$ cat src/rtl/pq_req_arb_if.sv
// pq_req_arb_if
//   Bundles the requester-side handshake and the priority-queue command bus
//   used by pq_req_arb.
//   master : the arbiter view (drives acks, response word and PQ commands)
//   slave  : the environment view (requesters plus the PQ instance)
// Signals:
//   req_enq/req_deq  per-requester request bits, both set = replace
//   req_kv           per-requester enqueue word, slice i = [(i+1)*KVW-1 : i*KVW]
//   req_ack          one-cycle one-hot ack
//   rsp_kv/rsp_err   dequeued word and error flag, valid with req_ack
//   pq_enq/pq_deq    PQ command strobes, pq_kvi command word
//   pq_kvo           PQ head word, pq_busy accept window, pq_empty/pq_full status
interface pq_req_arb_if #(
    parameter int NREQ = 4,
    parameter int KVW  = 16
);
    logic [NREQ-1:0]     req_enq;
    logic [NREQ-1:0]     req_deq;
    logic [NREQ*KVW-1:0] req_kv;
    logic [NREQ-1:0]     req_ack;
    logic [KVW-1:0]      rsp_kv;
    logic                rsp_err;
    logic                pq_enq;
    logic                pq_deq;
    logic [KVW-1:0]      pq_kvi;
    logic [KVW-1:0]      pq_kvo;
    logic                pq_busy;
    logic                pq_empty;
    logic                pq_full;

    modport master (
        input  req_enq, req_deq, req_kv, pq_kvo, pq_busy, pq_empty, pq_full,
        output req_ack, rsp_kv, rsp_err, pq_enq, pq_deq, pq_kvi
    );

    modport slave (
        output req_enq, req_deq, req_kv, pq_kvo, pq_busy, pq_empty, pq_full,
        input  req_ack, rsp_kv, rsp_err, pq_enq, pq_deq, pq_kvi
    );
endinterface

$ cat src/rtl/pq_req_arb.sv
// pq_req_arb
//   Round-robin sequencer sharing one priority queue among NREQ requesters.
//   A winning enqueue, dequeue or replace request is issued as exactly one
//   single-cycle PQ command inside the PQ accept window (pq_busy==1); the
//   dequeued head word is captured and the requester gets a one-cycle ack.
// Ports:
//   clk  clock
//   rst  synchronous active-high reset
//   bus  pq_req_arb_if.master (requester handshake + PQ command bus)
// Build option:
//   PQ_ARB_REJECT_EN  when defined, a request that is illegal for the current
//                     PQ state (enq-only on full, deq/replace on empty) is
//                     acked immediately with rsp_err=1 instead of stalling.
//
// state | meaning
// ARB   | pick first eligible requester from rr_ptr, latch its command
// ISSUE | wait for pq_busy, present command, capture head on dequeue
// ACK   | pulse req_ack[sel], advance rr_ptr past the winner
module pq_req_arb #(
    parameter int NREQ      = 4,
    parameter int KEY_WIDTH = 8,
    parameter int VAL_WIDTH = 8,
    parameter int KVW       = KEY_WIDTH + VAL_WIDTH
) (
    input logic          clk,
    input logic          rst,
    pq_req_arb_if.master bus
);
    localparam int SELW = $clog2(NREQ);

    typedef enum logic [1:0] {ARB, ISSUE, ACK} state_t;

    state_t          r_state;
    logic [SELW-1:0] r_rr_ptr;
    logic [SELW-1:0] r_sel;
    logic            r_op_enq;
    logic            r_op_deq;
    logic [KVW-1:0]  r_kvi;
    logic [KVW-1:0]  r_rsp_kv;
    logic [NREQ-1:0] r_ack;

    logic [NREQ-1:0] w_legal;
    logic [NREQ-1:0] w_elig;
    logic            w_found;
    logic [SELW-1:0] w_win;

    // Replace is legal on a full queue: the dequeue frees the slot it fills.
    always_comb begin
        for (int i = 0; i < NREQ; i++) begin
            w_legal[i] = (bus.req_enq[i] & ~bus.req_deq[i] & ~bus.pq_full)
                       | (bus.req_deq[i] & ~bus.pq_empty);
        end
    end

`ifdef PQ_ARB_REJECT_EN
    logic            r_err;
    logic [NREQ-1:0] w_bad;
    logic            w_win_bad;

    assign w_bad     = (bus.req_enq | bus.req_deq) & ~w_legal;
    assign w_elig    = bus.req_enq | bus.req_deq;
    assign w_win_bad = w_bad[w_win];
    assign bus.rsp_err = r_err;
`else
    assign w_elig      = w_legal;
    assign bus.rsp_err = 1'b0;
`endif

    // Rotating first-eligible search starting at rr_ptr.
    always_comb begin
        logic [SELW:0] v_sum;
        v_sum   = '0;
        w_found = 1'b0;
        w_win   = '0;
        for (int k = 0; k < NREQ; k++) begin
            v_sum = {1'b0, r_rr_ptr} + (SELW+1)'(k);
            if (v_sum >= (SELW+1)'(NREQ)) begin
                v_sum = v_sum - (SELW+1)'(NREQ);
            end
            if (!w_found && w_elig[v_sum[SELW-1:0]]) begin
                w_found = 1'b1;
                w_win   = v_sum[SELW-1:0];
            end
        end
    end

    always_ff @(posedge clk) begin
        if (rst) begin
            r_state  <= ARB;
            r_rr_ptr <= '0;
            r_sel    <= '0;
            r_op_enq <= 1'b0;
            r_op_deq <= 1'b0;
            r_kvi    <= '0;
            r_rsp_kv <= '0;
            r_ack    <= '0;
`ifdef PQ_ARB_REJECT_EN
            r_err    <= 1'b0;
`endif
        end else begin
            case (r_state)
                ARB: begin
                    if (w_found) begin
                        r_sel    <= w_win;
                        r_op_enq <= bus.req_enq[w_win];
                        r_op_deq <= bus.req_deq[w_win];
                        r_kvi    <= bus.req_kv[int'(w_win)*KVW +: KVW];
`ifdef PQ_ARB_REJECT_EN
                        if (w_win_bad) begin
                            r_ack   <= NREQ'(1) << w_win;
                            r_err   <= 1'b1;
                            r_state <= ACK;
                        end else
`endif
                        r_state  <= ISSUE;
                    end
                end
                ISSUE: begin
                    if (bus.pq_busy) begin
                        if (r_op_deq) begin
                            r_rsp_kv <= bus.pq_kvo;
                        end
                        r_ack   <= NREQ'(1) << r_sel;
                        r_state <= ACK;
                    end
                end
                ACK: begin
                    r_ack    <= '0;
`ifdef PQ_ARB_REJECT_EN
                    r_err    <= 1'b0;
`endif
                    r_rr_ptr <= (r_sel == SELW'(NREQ-1)) ? '0 : r_sel + 1'b1;
                    r_state  <= ARB;
                end
                default: r_state <= ARB;
            endcase
        end
    end

    // Commands are combinational on pq_busy so they land inside the window;
    // rst gates them so a reset cycle never reaches the PQ.
    assign bus.pq_enq  = (r_state == ISSUE) & r_op_enq & bus.pq_busy & ~rst;
    assign bus.pq_deq  = (r_state == ISSUE) & r_op_deq & bus.pq_busy & ~rst;
    assign bus.pq_kvi  = r_kvi;
    assign bus.rsp_kv  = r_rsp_kv;
    assign bus.req_ack = r_ack;
endmodule

$ cat src/flat_wrapper.sv
// flat-port wrapper written by rule: the top's interface ports become plain ports
module pq_req_arb_flat 
#(
    parameter int NREQ      = 4,
    parameter int KEY_WIDTH = 8,
    parameter int VAL_WIDTH = 8,
    parameter int KVW       = KEY_WIDTH + VAL_WIDTH
)
  (clk, rst, bus_req_enq, bus_req_deq, bus_req_kv, bus_pq_kvo, bus_pq_busy, bus_pq_empty, bus_pq_full, bus_req_ack, bus_rsp_kv, bus_rsp_err, bus_pq_enq, bus_pq_deq, bus_pq_kvi);
  pq_req_arb_if #(.NREQ(NREQ), .KVW(KVW)) bus_i ();
  input logic clk;
  input logic rst;
  input wire logic [$bits(bus_i.req_enq)-1:0] bus_req_enq;
  input wire logic [$bits(bus_i.req_deq)-1:0] bus_req_deq;
  input wire logic [$bits(bus_i.req_kv)-1:0] bus_req_kv;
  input wire logic [$bits(bus_i.pq_kvo)-1:0] bus_pq_kvo;
  input wire logic [$bits(bus_i.pq_busy)-1:0] bus_pq_busy;
  input wire logic [$bits(bus_i.pq_empty)-1:0] bus_pq_empty;
  input wire logic [$bits(bus_i.pq_full)-1:0] bus_pq_full;
  output wire logic [$bits(bus_i.req_ack)-1:0] bus_req_ack;
  output wire logic [$bits(bus_i.rsp_kv)-1:0] bus_rsp_kv;
  output wire logic [$bits(bus_i.rsp_err)-1:0] bus_rsp_err;
  output wire logic [$bits(bus_i.pq_enq)-1:0] bus_pq_enq;
  output wire logic [$bits(bus_i.pq_deq)-1:0] bus_pq_deq;
  output wire logic [$bits(bus_i.pq_kvi)-1:0] bus_pq_kvi;
  assign bus_i.req_enq = bus_req_enq;
  assign bus_i.req_deq = bus_req_deq;
  assign bus_i.req_kv = bus_req_kv;
  assign bus_i.pq_kvo = bus_pq_kvo;
  assign bus_i.pq_busy = bus_pq_busy;
  assign bus_i.pq_empty = bus_pq_empty;
  assign bus_i.pq_full = bus_pq_full;
  assign bus_req_ack = bus_i.req_ack;
  assign bus_rsp_kv = bus_i.rsp_kv;
  assign bus_rsp_err = bus_i.rsp_err;
  assign bus_pq_enq = bus_i.pq_enq;
  assign bus_pq_deq = bus_i.pq_deq;
  assign bus_pq_kvi = bus_i.pq_kvi;
  pq_req_arb #(.NREQ(NREQ), .KEY_WIDTH(KEY_WIDTH), .VAL_WIDTH(VAL_WIDTH), .KVW(KVW)) u_core (.clk(clk), .rst(rst), .bus(bus_i));
endmodule
$ cat config.mk
export PLATFORM = sky130hd
export DESIGN_NAME = pq_req_arb_flat
export DESIGN_NICKNAME = d
export VERILOG_FILES = /design/src/rtl/pq_req_arb_if.sv /design/src/rtl/pq_req_arb.sv /design/src/flat_wrapper.sv
export SDC_FILE = /design/constraint.sdc
export NUM_CORES = 1
export LEC_CHECK = 0
export BUFFER_PORTS_ARGS = -buffer_cell sky130_fd_sc_hd__buf_2
export CAP_MARGIN = 20
export CELL_PAD_IN_SITES_DETAIL_PLACEMENT = 1
export CELL_PAD_IN_SITES_GLOBAL_PLACEMENT = 1
export CORE_MARGIN = 1.5
export CORE_UTILIZATION = 28
export DETAILED_ROUTE_END_ITERATION = 10
export PLACE_DENSITY_LB_ADDON = 0.05
export RECOVER_POWER = 25
export SLEW_MARGIN = 20
export SYNTH_ARGS = -nofsm -noshare
export SYNTH_HDL_FRONTEND = slang
export SYNTH_SLANG_ARGS = --single-unit
$ cat constraint.sdc
create_clock -name clk -period 1.75 [get_ports clk]
set_input_delay 0.0875 -clock clk [delete_from_list [all_inputs] [get_ports clk]]
set_output_delay 0.0875 -clock clk [all_outputs]
set_load 0.02 [all_outputs]
==> key figures <==
Run status
  • Outcome: completed

Clock tree
  • H-tree depth: 2
  • Clk sinks: 44
  • Clock Pin Slew Worst Setup and Hold Paths: 0.08 ns
  • Worst skew pair latency: 0.30 ns
  • CTS tree: done
  • Total CTS buffers: 5
  • Worst-case clock buffer depth: 2
  • Clk root buf: clkbuf_8

Power
  • Pleak: 1.60 nW
  • Power Density: 743 nW/um^2
  • Worst ir drop on vdd: 0.000307 V

GRT
  • Largest net degree at the start of global routing: 28
  • Total track usage: 0.173
  • Vias in the first global route: 2630
  • Global-route wire length before repair: 12.4 mm
  • Final global-route overflow total: 0
  • Initial antenna violation count: 0

Routing
  • Vias per inst: 4.84
  • Routed wire length: 7.95 mm
  • DRT iter0 DRCs: 54
  • Post-route ant nets: 0
  • First-pass iteration count of the detailed router: 4
  • Post-route DRC: 0
  • Vias: 2615
  • Detailed-route wire length per cell: 14.7 um

Place
  • Pre-CTS setup slack: -0.296 ns
  • Detailed placement HPWL: 6.09 mm
  • GPL Wtd Cong: 0.839
  • PortBufs: 130

Cells and area
  • Fillers: 1052
  • Layout net count: 532
  • Area of the multi-input gates: 1490 um^2
  • ANT cells: 0
  • Layout cell share with drive strength beyond 1: 0.400
  • Final core utilization: 0.418
  • Reg area: 886 um^2
  • Area growth, synth to finish: 43.2%

Synthesis
  • Synth top area share: 0.363
  • #FFs+latches synth: 44
  • Top-count cell post-synth: nand2_1
  • Syn avg cell area: 8.57 um^2
  • Synth area leaders: dfxtp_1, mux2i_1, a21oi_1
  • Synthesized Nets: 380
  • Seq/Total Area, Yosys: 0.363
  • Yosys warnings: 0
  • Top cell type by total area after synthesis: dfxtp_1
  • Fraction of registers with async set/reset: 0
  • Prevailing post-synth register cell: dfxtp_1
  • Post-synthesis cell count: 283
  • Post-synth EDFFs: 0
  • Post-synth top cells: nand2_1, dfxtp_1, a21oi_1, mux2i_1, nor2_1
  • Synthesized cell area: 2420 um^2
  • Distinct cells, synth: 43

Setup path
  • Worst-path fanout max: 6
  • Crit end category: flip-flop
  • WP data required: 1.94 ns
  • Crit path kind: flip-flop to flip-flop
  • Worst setup SP type: flip-flop
  • CP arrival: 1.92 ns

Floorplanning
  • Num ports: 132
  • CORE AREA: 8300 um^2
  • Initial Utilization: 0.292
  • Die footprint: 9230 um^2
  • Die width: 96.1 um
  • Chip height: 96.1 um
  • # rows: 33

Timing
  • Max frequency: 581 MHz
  • Final-report hold violation count: 0
  • Measured slew at the worst slew-check pin: 0.689 ns
  • Finish-stage setup viols: 0
  • Final Max Tran Viols: 0
  • Rel. slew slack: 0.541
  • Setup ws final: 0.0283 ns
  • RSZ-0062 raised after global routing: true
  • Final Cycle Share: 0.984
  • Layout Skew: 0.00314 ns
  • Final Critical Period: 1.72 ns

Job
  • Max-Cap Viols: 0

Min path
  • Tightest Hold Check Type: input port to flip-flop
-- cell type report --
type	instances	area share
timing repair buffer	160	0.253
multi-input combinational	221	0.428
clock inverter	2	0.00360
sequential	44	0.255
tap	105	0.0378
inverter	3	0.00324
clock buffer	5	0.0198
-- cells in the final DEF (no fill, tap or decap), types with 2 or more instances in the layout --
cell,Yosys,layout
o21ai_0,10,10
clkbuf_1,7,19
o221ai_1,9,9
inv_1,3,3
o2111ai_1,2,2
nand2_1,45,45
buf_4,3,28
buf_12,0,2
nor2b_1,6,6
nor3b_1,2,2
nor2_1,15,15
clkbuf_8,0,5
nor3_1,5,4
dfxtp_1,44,42
or2_2,3,2
nand3_1,13,13
mux2i_1,22,22
mux2_4,8,8
ha_1,4,4
and2_1,3,3
a21oi_1,37,36
a221o_1,8,8
nand2b_1,9,9
buf_2,4,111
-- worst max-delay path, cell delays in order, from the launching register on --
cell,delay [ns]
dfxtp_4,0.38
and4_4,0.18
o22a_4,0.25
nor2_4,0.21
mux2_4,0.32
a221o_1,0.28
-- logic make-up after synthesis --
kind of cell | Yosys count | synth area share
buffers and inverters | 19 | 0.0392
and+or+nand+nor | 109 | 0.221
AOI/OAI and AO/OA | 75 | 0.209
other | 1 | 0.00155
muxes | 31 | 0.145
adders and majority gates | 4 | 0.0206
DFF | 44 | 0.363
-- layer usage --
metal | vias to the layer above | wire, um | GRT usage
met5 | - | 0 | 0
met4 | 0 | 65 | 0.0404
met3 | 5 | 487 | 0.0332
met2 | 83 | 3810 | 0.308
met1 | 1204 | 3590 | 0.214
li1 | 1323 | - | -
-- power by group --
part           leakage [nW]  internal [mW]  switching [mW]
clock                0.0400          0.271           0.356
sequential            0.360           1.08          0.0509
combinational          1.20          0.386           0.432
-- final timing paths --
check | start | end | slack (ns) | depth (start not counted)
min | bus_pq_kvo[15] | u_core.bus.rsp_kv[15] | 0.02 | 3
min reg2reg | u_core.bus.rsp_kv[10] | u_core.bus.rsp_kv[10] | 0.46 | 2
max reg2reg | u_core.r_rr_ptr[1] | u_core.bus.pq_kvi[14] | 0.03 | 5
max | u_core.r_rr_ptr[1] | u_core.bus.pq_kvi[14] | 0.03 | 5
-- sequential cells by signal, summed over array words and instances, names as in the netlist --
signal and cells:
u_core.r_op_enq 1, u_core.bus.rsp_kv 16, u_core.bus.req_ack 4, u_core.bus.pq_kvi 16
u_core.r_sel 2, u_core.r_rr_ptr 2, u_core.r_op_deq 1, u_core.r_state 2
-- stage by stage --
stage	total power, mW	instances	setup TNS [ns]	hold WS [ns]	instance area [um^2]
3_5_place_dp	1.97	531	-4.92	0.338	3370
6_report	2.58	540	0	0.0184	3470
2_1_floorplan	1.62	283	-1.19	0.224	2420
5_1_grt	2.74	540	-0.0774	0.0253	3470
3_3_place_gp	1.95	531	-3.92	0.328	3370
4_1_cts	2.62	539	0	0.0135	3470
-- repair_timing --
| action | CTS | global route |
|---|---|---|
| endpoints found under the setup margin | 18 | 16 |
| hold buffers | 0 | 0 |
| pin swaps | 1 | 3 |
| resized for setup | 4 | 5 |
| gates cloned | 1 | 0 |
| setup buffers | 0 | 1 |
No activity file was read; power rests on OpenSTA's default activity.
